--- src/rtl/bus_master_arbiter_if.sv ---
// Bus-arbitration signal bundle between the 68000 arbiter and its environment.
// slave: arbiter side (requests/CPU status in, BR/BGACK/GRANT out); master: environment side.
interface bus_master_arbiter_if #(
    parameter int NUM_REQ = 2
);
    logic               RUN_IN;
    logic [NUM_REQ-1:0] REQ_IN;
    logic               BG_IN;
    logic               AS_IN;
    logic               DTACK_IN;
    logic               BR;
    logic               BGACK;
    logic [NUM_REQ-1:0] GRANT;
    logic               TIMEOUT_ERR;

    modport slave (
        input  RUN_IN,
        input  REQ_IN,
        input  BG_IN,
        input  AS_IN,
        input  DTACK_IN,
        output BR,
        output BGACK,
        output GRANT,
        output TIMEOUT_ERR
    );

    modport master (
        output RUN_IN,
        output REQ_IN,
        output BG_IN,
        output AS_IN,
        output DTACK_IN,
        input  BR,
        input  BGACK,
        input  GRANT,
        input  TIMEOUT_ERR
    );
endinterface

--- src/rtl/bus_master_arbiter.sv ---
// 68000 bus-arbitration controller: shares the CPU bus among NUM_REQ DMA requesters.
// Ports: MCLK_IN, RESET_ALL_N_IN (async, active-low), bus (slave modport: RUN_IN,
// REQ_IN, BG_IN, AS_IN, DTACK_IN in; BR, BGACK, GRANT, TIMEOUT_ERR out).
// Optional BG timeout: define BUS_ARB_TIMEOUT_EN.
module bus_master_arbiter #(
    parameter int NUM_REQ     = 2,
    parameter int SYNC_STAGES = 2,
    parameter int MAX_HOLD    = 255,
    parameter int BG_TIMEOUT  = 1023
) (
    input  logic                MCLK_IN,
    input  logic                RESET_ALL_N_IN,
    bus_master_arbiter_if.slave bus
);
    localparam int PW = (NUM_REQ > 1) ? $clog2(NUM_REQ) : 1;
    localparam int HW = $clog2(MAX_HOLD + 1);

    if (NUM_REQ < 1 || NUM_REQ > 8) begin : g_bad_num_req
        $error("NUM_REQ must be 1..8");
    end
    if (SYNC_STAGES < 2) begin : g_bad_sync
        $error("SYNC_STAGES must be >= 2");
    end
    if (MAX_HOLD < 1 || MAX_HOLD > 65535) begin : g_bad_hold
        $error("MAX_HOLD must be 1..65535");
    end
    if (BG_TIMEOUT < 1) begin : g_bad_timeout
        $error("BG_TIMEOUT must be >= 1");
    end

    typedef enum logic [2:0] {
        IDLE,
        REQUEST,
        WAIT_FREE,
        OWN,
        RELEASE
    } state_t;

    state_t state_q, state_d;

    logic [PW-1:0]          win_q, win_d;
    logic [PW-1:0]          rr_q, rr_d;
    logic [HW-1:0]          hold_q, hold_d;
    logic                   br_q, br_d;
    logic                   bgack_q, bgack_d;
    logic [NUM_REQ-1:0]     grant_q, grant_d;
    logic [SYNC_STAGES-1:0] bg_sync, as_sync;
    logic                   bg_s, as_s;
    logic                   any_req, owner_req, bus_free;
    logic [PW-1:0]          pick_win, rr_next;

`ifdef BUS_ARB_TIMEOUT_EN
    localparam int WW = $clog2(BG_TIMEOUT + 1);
    logic [WW-1:0] wait_q, wait_d;
    logic          terr_q, terr_d;
    logic          timed_out;
    assign timed_out = (wait_q == WW'(BG_TIMEOUT - 1));
`endif

    function automatic logic [NUM_REQ-1:0] to_oh(input logic [PW-1:0] idx);
        logic [NUM_REQ-1:0] oh;
        for (int j = 0; j < NUM_REQ; j++) begin
            oh[j] = (idx == PW'(j));
        end
        return oh;
    endfunction

    // Round-robin: lowest set request at/after ptr, else wrap to lowest set.
    // Scanning downward leaves the lowest qualifying index in each result.
    function automatic logic [PW-1:0] rr_pick(
        input logic [NUM_REQ-1:0] req,
        input logic [PW-1:0]      ptr
    );
        logic [PW-1:0] hi, lo;
        logic          hit;
        hi  = '0;
        lo  = '0;
        hit = 1'b0;
        for (int j = NUM_REQ - 1; j >= 0; j--) begin
            if (req[j]) begin
                lo = PW'(j);
                if (PW'(j) >= ptr) begin
                    hi  = PW'(j);
                    hit = 1'b1;
                end
            end
        end
        return hit ? hi : lo;
    endfunction

    // BG and AS come straight from the CPU pins.
    always_ff @(posedge MCLK_IN or negedge RESET_ALL_N_IN) begin
        if (!RESET_ALL_N_IN) begin
            bg_sync <= '0;
            as_sync <= '0;
        end else begin
            bg_sync <= {bg_sync[SYNC_STAGES-2:0], bus.BG_IN};
            as_sync <= {as_sync[SYNC_STAGES-2:0], bus.AS_IN};
        end
    end

    assign bg_s      = bg_sync[SYNC_STAGES-1];
    assign as_s      = as_sync[SYNC_STAGES-1];
    assign any_req   = |bus.REQ_IN;
    assign owner_req = |(bus.REQ_IN & to_oh(win_q));
    assign bus_free  = !as_s && !bus.DTACK_IN;
    assign pick_win  = rr_pick(bus.REQ_IN, rr_q);
    assign rr_next   = (win_q == PW'(NUM_REQ - 1)) ? '0 : win_q + 1'b1;

    always_comb begin
        state_d = state_q;
        win_d   = win_q;
        rr_d    = rr_q;
        hold_d  = hold_q;
`ifdef BUS_ARB_TIMEOUT_EN
        wait_d  = wait_q;
        terr_d  = 1'b0;
`endif
        if (!bus.RUN_IN) begin
            // CPU is held in reset, so the bus is simply dropped.
            state_d = IDLE;
        end else begin
            unique case (state_q)
                IDLE: begin
                    if (any_req) begin
                        state_d = REQUEST;
                        win_d   = pick_win;
`ifdef BUS_ARB_TIMEOUT_EN
                        wait_d  = '0;
`endif
                    end
                end
                REQUEST: begin
                    if (!owner_req && !any_req) begin
                        state_d = IDLE;
                    end else begin
                        if (!owner_req) begin
                            win_d = pick_win;
                        end
                        if (bg_s) begin
                            state_d = WAIT_FREE;
                        end
`ifdef BUS_ARB_TIMEOUT_EN
                        else if (timed_out) begin
                            state_d = IDLE;
                            terr_d  = 1'b1;
                            rr_d    = rr_next;
                        end else begin
                            wait_d = wait_q + 1'b1;
                        end
`endif
                    end
                end
                WAIT_FREE: begin
                    // Losing BG here is ignored; the CPU has already
                    // committed to releasing the bus.
                    if (!owner_req && !any_req) begin
                        state_d = IDLE;
                    end else begin
                        if (!owner_req) begin
                            win_d = pick_win;
                        end
                        if (bus_free) begin
                            state_d = OWN;
                            hold_d  = '0;
                        end
                    end
                end
                OWN: begin
                    if (hold_q != HW'(MAX_HOLD)) begin
                        hold_d = hold_q + 1'b1;
                    end
                    if (!owner_req || hold_q == HW'(MAX_HOLD - 1)) begin
                        state_d = RELEASE;
                    end
                end
                RELEASE: begin
                    state_d = IDLE;
                    rr_d    = rr_next;
                end
                default: begin
                    state_d = IDLE;
                end
            endcase
        end

        // Outputs follow the next state so they come straight off flops.
        br_d    = (state_d == REQUEST) || (state_d == WAIT_FREE);
        bgack_d = (state_d == OWN) || (state_d == RELEASE);
        grant_d = (state_d == OWN) ? to_oh(win_d) : '0;
    end

    always_ff @(posedge MCLK_IN or negedge RESET_ALL_N_IN) begin
        if (!RESET_ALL_N_IN) begin
            state_q <= IDLE;
            win_q   <= '0;
            rr_q    <= '0;
            hold_q  <= '0;
            br_q    <= 1'b0;
            bgack_q <= 1'b0;
            grant_q <= '0;
        end else begin
            state_q <= state_d;
            win_q   <= win_d;
            rr_q    <= rr_d;
            hold_q  <= hold_d;
            br_q    <= br_d;
            bgack_q <= bgack_d;
            grant_q <= grant_d;
        end
    end

`ifdef BUS_ARB_TIMEOUT_EN
    always_ff @(posedge MCLK_IN or negedge RESET_ALL_N_IN) begin
        if (!RESET_ALL_N_IN) begin
            wait_q <= '0;
            terr_q <= 1'b0;
        end else begin
            wait_q <= wait_d;
            terr_q <= terr_d;
        end
    end

    assign bus.TIMEOUT_ERR = terr_q;
`else
    assign bus.TIMEOUT_ERR = 1'b0;
`endif

    assign bus.BR    = br_q;
    assign bus.BGACK = bgack_q;
    assign bus.GRANT = grant_q;

endmodule

--- src/flat_wrapper.sv ---
// flat-port wrapper written by rule: the top's interface ports become plain ports
module bus_master_arbiter_flat 
#(
    parameter int NUM_REQ     = 2,
    parameter int SYNC_STAGES = 2,
    parameter int MAX_HOLD    = 255,
    parameter int BG_TIMEOUT  = 1023
)
  (MCLK_IN, RESET_ALL_N_IN, bus_RUN_IN, bus_REQ_IN, bus_BG_IN, bus_AS_IN, bus_DTACK_IN, bus_BR, bus_BGACK, bus_GRANT, bus_TIMEOUT_ERR);
  bus_master_arbiter_if #(.NUM_REQ(NUM_REQ)) bus_i ();
  input  logic MCLK_IN;
  input  logic RESET_ALL_N_IN;
  input wire logic [$bits(bus_i.RUN_IN)-1:0] bus_RUN_IN;
  input wire logic [$bits(bus_i.REQ_IN)-1:0] bus_REQ_IN;
  input wire logic [$bits(bus_i.BG_IN)-1:0] bus_BG_IN;
  input wire logic [$bits(bus_i.AS_IN)-1:0] bus_AS_IN;
  input wire logic [$bits(bus_i.DTACK_IN)-1:0] bus_DTACK_IN;
  output wire logic [$bits(bus_i.BR)-1:0] bus_BR;
  output wire logic [$bits(bus_i.BGACK)-1:0] bus_BGACK;
  output wire logic [$bits(bus_i.GRANT)-1:0] bus_GRANT;
  output wire logic [$bits(bus_i.TIMEOUT_ERR)-1:0] bus_TIMEOUT_ERR;
  assign bus_i.RUN_IN = bus_RUN_IN;
  assign bus_i.REQ_IN = bus_REQ_IN;
  assign bus_i.BG_IN = bus_BG_IN;
  assign bus_i.AS_IN = bus_AS_IN;
  assign bus_i.DTACK_IN = bus_DTACK_IN;
  assign bus_BR = bus_i.BR;
  assign bus_BGACK = bus_i.BGACK;
  assign bus_GRANT = bus_i.GRANT;
  assign bus_TIMEOUT_ERR = bus_i.TIMEOUT_ERR;
  bus_master_arbiter #(.NUM_REQ(NUM_REQ), .SYNC_STAGES(SYNC_STAGES), .MAX_HOLD(MAX_HOLD), .BG_TIMEOUT(BG_TIMEOUT)) u_core (.MCLK_IN(MCLK_IN), .RESET_ALL_N_IN(RESET_ALL_N_IN), .bus(bus_i));
endmodule
--- config.mk ---
export PLATFORM = sky130hd
export DESIGN_NAME = bus_master_arbiter_flat
export DESIGN_NICKNAME = d
export VERILOG_FILES = /design/src/rtl/bus_master_arbiter_if.sv /design/src/rtl/bus_master_arbiter.sv /design/src/flat_wrapper.sv
export SDC_FILE = /design/constraint.sdc
export NUM_CORES = 1
export LEC_CHECK = 0
export BUFFER_PORTS_ARGS = -buffer_cell sky130_fd_sc_hd__clkbuf_2
export CORE_MARGIN = 2
export CORE_UTILIZATION = 35
export CTS_CLUSTER_SIZE = 20
export DETAILED_ROUTE_END_ITERATION = 8
export RECOVER_POWER = 50
export SYNTH_ARGS = -nofsm -noshare
export SYNTH_HDL_FRONTEND = slang
export SYNTH_SLANG_ARGS = --single-unit
--- constraint.sdc ---
create_clock -name MCLK_IN -period 2.24 [get_ports MCLK_IN]
set_clock_uncertainty 0.05 [all_clocks]
set_input_delay 0.672 -clock MCLK_IN [delete_from_list [all_inputs] [get_ports MCLK_IN]]
set_output_delay 0.672 -clock MCLK_IN [all_outputs]
set_load 0.05 [all_outputs]
Word level (Yosys, flattened, before mapping)
Index checks and enable logic that the tools add are counted.
{"block": "word_totals", "output_inout_bits": 5, "reg_bits": 21, "in_bits": 8}
{"block": "classes", "bitwise_logic": 3, "addsub": 2, "order_cmp": 2, "muxes": 28, "eq_ne": 13, "n_reduce_logical": 16}
{"operator": "2-to-1 mux 8 bit", "count": 3}
{"operator": "2-to-1 mux 3 bit", "count": 7}
{"operator": "one-hot mux 8 bit (2 select lines)", "count": 1}
{"operator": "2-to-1 mux 1 bit", "count": 14}
{"operator": "equality test 3 x 2 -> 1 bit, second input constant", "count": 4}
{"operator": "one-hot mux 3 bit (4 select lines)", "count": 1}
{"operator": "adder 8 x 1 -> 8 bit, second input constant", "count": 1}
{"operator": "equality test 8 bit, second input constant", "count": 1}
{"operator": "inequality test 8 bit, second input constant", "count": 1}
{"operator": "equality test 3 x 1 -> 1 bit, second input constant", "count": 2}
{"operator": "equality test 3 bit, second input constant", "count": 2}
{"operator": "OR reduction 2 bit", "count": 3}
{"operator": "AND reduction 5 bit", "count": 1}
{"operator": "zero test 1 bit", "count": 4}
{"operator": "inequality test 2 x 1 -> 1 bit, second input constant", "count": 2}
{"operator": "zero test 3 bit", "count": 1}
{"operator": "logical OR 1 bit", "count": 3}
{"operator": "bitwise AND 2 bit", "count": 1}
{"operator": "greater-or-equal comparator 1 bit, first input constant", "count": 2}
{"operator": "logical AND 1 bit", "count": 2}
{"operator": "2-to-1 mux 2 bit", "count": 1}
{"operator": "inequality test 2 bit, second input constant", "count": 1}
{"operator": "inverter 1 bit", "count": 2}
{"operator": "one-hot mux 1 bit (2 select lines)", "count": 1}
{"operator": "3 further kinds", "count": 3}

Depth between registers and ports, before layout
{"block": "depth", "depth_word": 12, "ltp_mapped": 6}

Worst setup path before layout
Ideal clock, no wire load.
{"block": "synth_path", "path_kind": "input port to flip-flop", "from": "input port bus_DTACK_IN", "to": "register u_core.hold_q[3]", "arrival_time_ps": 1609, "setup_ps": 77, "slack_ps": 503, "cell_stages": 4, "path_buffers": 0, "cell_sequence": "nor3b_2 a31oi_2 or4_1 a21oi_1"}
{"block": "synth_between", "elab_chain_cells": 4}
{"element": "from (decl)", "line_no": "flat_wrapper.sv:17", "source": "input wire logic [$bits(bus_i.DTACK_IN)-1:0] bus_DTACK_IN;"}
{"element": "zero test 1 bit", "line_no": "bus_master_arbiter.sv:106", "source": "assign bus_free = !as_s && !bus.DTACK_IN;"}
{"element": "logical AND 1 bit", "line_no": "bus_master_arbiter.sv:106"}
{"element": "inequality test 2 x 1 -> 1 bit (no line)"}
{"element": "AND reduction 5 bit (no line)"}
{"element": "to (signal assigned)", "line_no": "bus_master_arbiter.sv:206", "source": "hold_q <= hold_d;"}
{"element": "to (decl)", "line_no": "bus_master_arbiter.sv:43", "source": "logic [HW-1:0] hold_q, hold_d;"}
No other way between the ends.
A chain may end at the register's enable or synchronous reset.

Worst setup path after layout
{"block": "layout_path", "from": "register u_core.state_q[1]", "to": "register u_core.hold_q[5]"}
{"block": "layout_between", "elab_chain_cells": 3, "elab_cells_between_ends": 8}
{"element": "from (decl)", "line_no": "bus_master_arbiter.sv:39", "source": "state_t state_q, state_d;"}
{"element": "from (signal assigned)", "line_no": "bus_master_arbiter.sv:203", "source": "state_q <= state_d;"}
{"element": "equality test 3 x 2 -> 1 bit", "line_no": "bus_master_arbiter.sv:123", "source": "unique case (state_q)"}
{"element": "inequality test 2 x 1 -> 1 bit (no line), or another cell as far along"}
{"element": "AND reduction 5 bit (no line)"}
Parallel ways exist; a longest one is shown, timed or not.

==> run summary <==
Status = finished, final reports clean
Area leader, netlist = dfrtp_1
Count of buffers from port buffering = 11
Core area = 3080 µm²
Initial DRC Count = 23
Maximum VDD drop = 242 µV
Die Y = 61.0 µm
Max stage delay on crit path = 0.59 ns
Resize count post-CTS = 0
Peak fanout along the critical path = 15
Initial antenna violation count = 0
Power per cell area = 538 nW/µm²
Final GP Congestion = 0.777
Cts bufs inserted = 3
Comb pwr share = 0.107
Fill cell count = 312
First-pass GRT wire length = 3620 µm
Vias = 846
CP startpoint kind = flop
Pin count of the biggest net entering global routing = 22
Sequential share of the synthesized area = 0.463
Crit path kind = reg -> reg
Top_reg_cell synth = dfrtp_1
CTS Root Cell = clkbuf_4
Die W = 61.0 µm
Total power = 0.000664 W
Post-CTS Repair Setup Buffers = 0
Sw Ratio = 0.264
Post-layout min period = 1.96 ns
Die ar. = 3720 µm²
Setup TNS = 0 ns
GRT Total Usage = 0.132
Leakage = 0.531 nW
Mapped Area = 1140 µm²
Vias in the first global route = 837
Num ports = 13
Via density = 5.19
Nets@finish = 130
WL/cell = 12.5 µm
Crit-path leading delay family = simple AND/OR/NAND/NOR gates
Fmax = 511 MHz
Remaining DRCs = 0
H-tree Lvls = 1
Placed wire-length estimate = 1460 µm
Cell count after synthesis = 109
CTS tree = done
Worst Setup SP = u_core.state_q[1]
Num rows = 20
Max clock buf depth = 2
Hold_buf cts = 0
Part of the power in registers = 0.615
Crit path capture type = flop
Count of final max-slew check failures = 0
Clk sinks = 21
Clk Latency, worst-skew pair = 0.30 ns
Avg Inst Size Synth = 10.4 µm²
EDFF count, synth = 0
Max Cap Viol = 0
Flops & latches, synth = 21
Share of cells above drive strength 1 = 0.202
Worst path slowest cell = or4_1
Syn nets = 119
Synth warn = 0
Leading post-synthesis cells by cell area = dfrtp_1 (46%), o31ai_1 (4.6%), a21oi_1 (4.4%), or4_1 (3.3%), o21ai_0 (3.1%)
Int Pwr = 0.000488 W
Clock power frac = 0.278
Post-synth ARST share = 1.00
Total grt overflow = 0
Area delta synth->final = 8.59%
Cell variety after synth = 42
Req. time, crit path = 2.42 ns
Cell with the most instances after synthesis = dfrtp_1
# setup viols final = 0
Clock-pin slew on the worst setup and hold paths = 0.12 ns
Diode count = 0
Worst-Margin Slew = 1.13 ns
Yosys top cell area share = 0.463
Initial core utilization = 0.369
Hold Fails Final Rpt = 0
Final WL = 2040 µm
Period Utilization, post-route = 0.874
RSZ-0062 raised after global routing = no
Worst Hold Class = reg -> reg
P_sw = 0.000175 W
Final ANT Viol Nets = 0
CP cell instances = nor3b_2 -> a31oi_2 -> or4_1 -> a21oi_1
Hold_sp = u_core.bg_sync[0]
Critical Path AT = 2.14 ns
Slew HR = 0.248
RR Startpoint = u_core.state_q[1]
Worst Path Buf+Inv = 0
Commonest cells in the synthesized netlist = dfrtp_1 (21), a21oi_1 (10), nand2_1 (8)
First-pass DRT Iterations = 4
[worst reg2reg max path, cell delays in order, from the launching register on]
cell     delay, ns
dfrtp_1       0.57
nor3b_2       0.26
a31oi_2       0.28
or4_1         0.59
a21oi_1       0.15
[state kept, by name (all words and copies together) (netlist names)]
signal,cells
u_core.as_sync,2
u_core.bus.BR,1
u_core.rr_q,1
u_core.bg_sync,2
u_core.win_q,1
u_core.state_q,3
u_core.hold_q,8
u_core.bus.GRANT,2
u_core.bus.BGACK,1
[routing by layer]
| layer | wire length [µm] | track usage |
|---|---|---|
| met1 | 966 | 0.172 |
| met2 | 989 | 0.206 |
| met3 | 69 | 0.0384 |
| met4 | 12 | 0.0497 |
| met5 | 0 | 0 |
[cells by family after synthesis]
| logic type | Yosys count | share of synthesized area |
|---|---|---|
| and+or+nand+nor | 39 | 0.246 |
| buffers and inverters | 11 | 0.0529 |
| DFF | 21 | 0.463 |
| other | 1 | 0.00330 |
| adders and majority gates | 2 | 0.0220 |
| muxes | 2 | 0.0187 |
| AOI/OAI and AO/OA | 33 | 0.195 |
[per-stage QoR]
step           worst slack, ns  utilization  cell area, µm²  hold slack, ns  instances
5_1_grt                  0.114        0.401            1230           0.322        163
2_1_floorplan            0.503            -            1140           0.281        109
3_5_place_dp             0.107        0.393            1210           0.286        159
6_report                 0.282        0.401            1230           0.309        163
4_1_cts                  0.285        0.401            1230           0.287        163
3_3_place_gp             0.157        0.393            1210           0.283        159
[power by group through the flow]
stage	clock [W]	sequential, W	combinational, W
floorplan	0	0.000415	0.0000494
global placement	0	0.000415	0.0000705
detailed placement	0	0.000416	0.0000724
CTS	0.000192	0.000408	0.0000728
global route	0.000207	0.000412	0.0000789
finish	0.000184	0.000408	0.0000709
[cells in the final DEF, fill, tap and decap left out, types with 2 or more instances in the layout]
master / netlist / routed
clkbuf_4: 0 / 3
and2_1: 2 / 2
nor2b_1: 3 / 3
o31ai_1: 7 / 7
clkbuf_2: 0 / 10
clkbuf_1: 2 / 2
nand2_1: 8 / 8
inv_1: 6 / 6
or4_1: 5 / 5
dfrtp_1: 21 / 21
a21oi_1: 10 / 10
ha_1: 2 / 2
nand3_1: 4 / 4
and4_1: 2 / 2
o21ai_0: 7 / 7
[final cells by class]
| type | count | area [µm²] | share of cell area |
|---|---|---|---|
| clock buffer | 4 | 26.3 | 0.0213 |
| inverter | 6 | 22.5 | 0.0183 |
| multi-input combinational | 77 | 551 | 0.446 |
| sequential | 21 | 526 | 0.426 |
| tap | 44 | 55.1 | 0.0446 |
| timing repair buffer | 11 | 53.8 | 0.0436 |
[worst paths after layout]
| kind | slack [ns] | cells after the start | end |
|---|---|---|---|
| worst max-delay path | 0.28 | 4 | u_core.hold_q[5] |
| max in group asynchronous | 0.96 | 1 | u_core.bg_sync[0] |
| worst min-delay path | 0.31 | 0 | u_core.bg_sync[1] |
| min in group asynchronous | 0.50 | 1 | u_core.bus.GRANT[0] |
| worst max register to register | 0.28 | 4 | u_core.hold_q[5] |
| worst min register to register | 0.31 | 0 | u_core.bg_sync[1] |
Power figures use the tool's default switching activity.
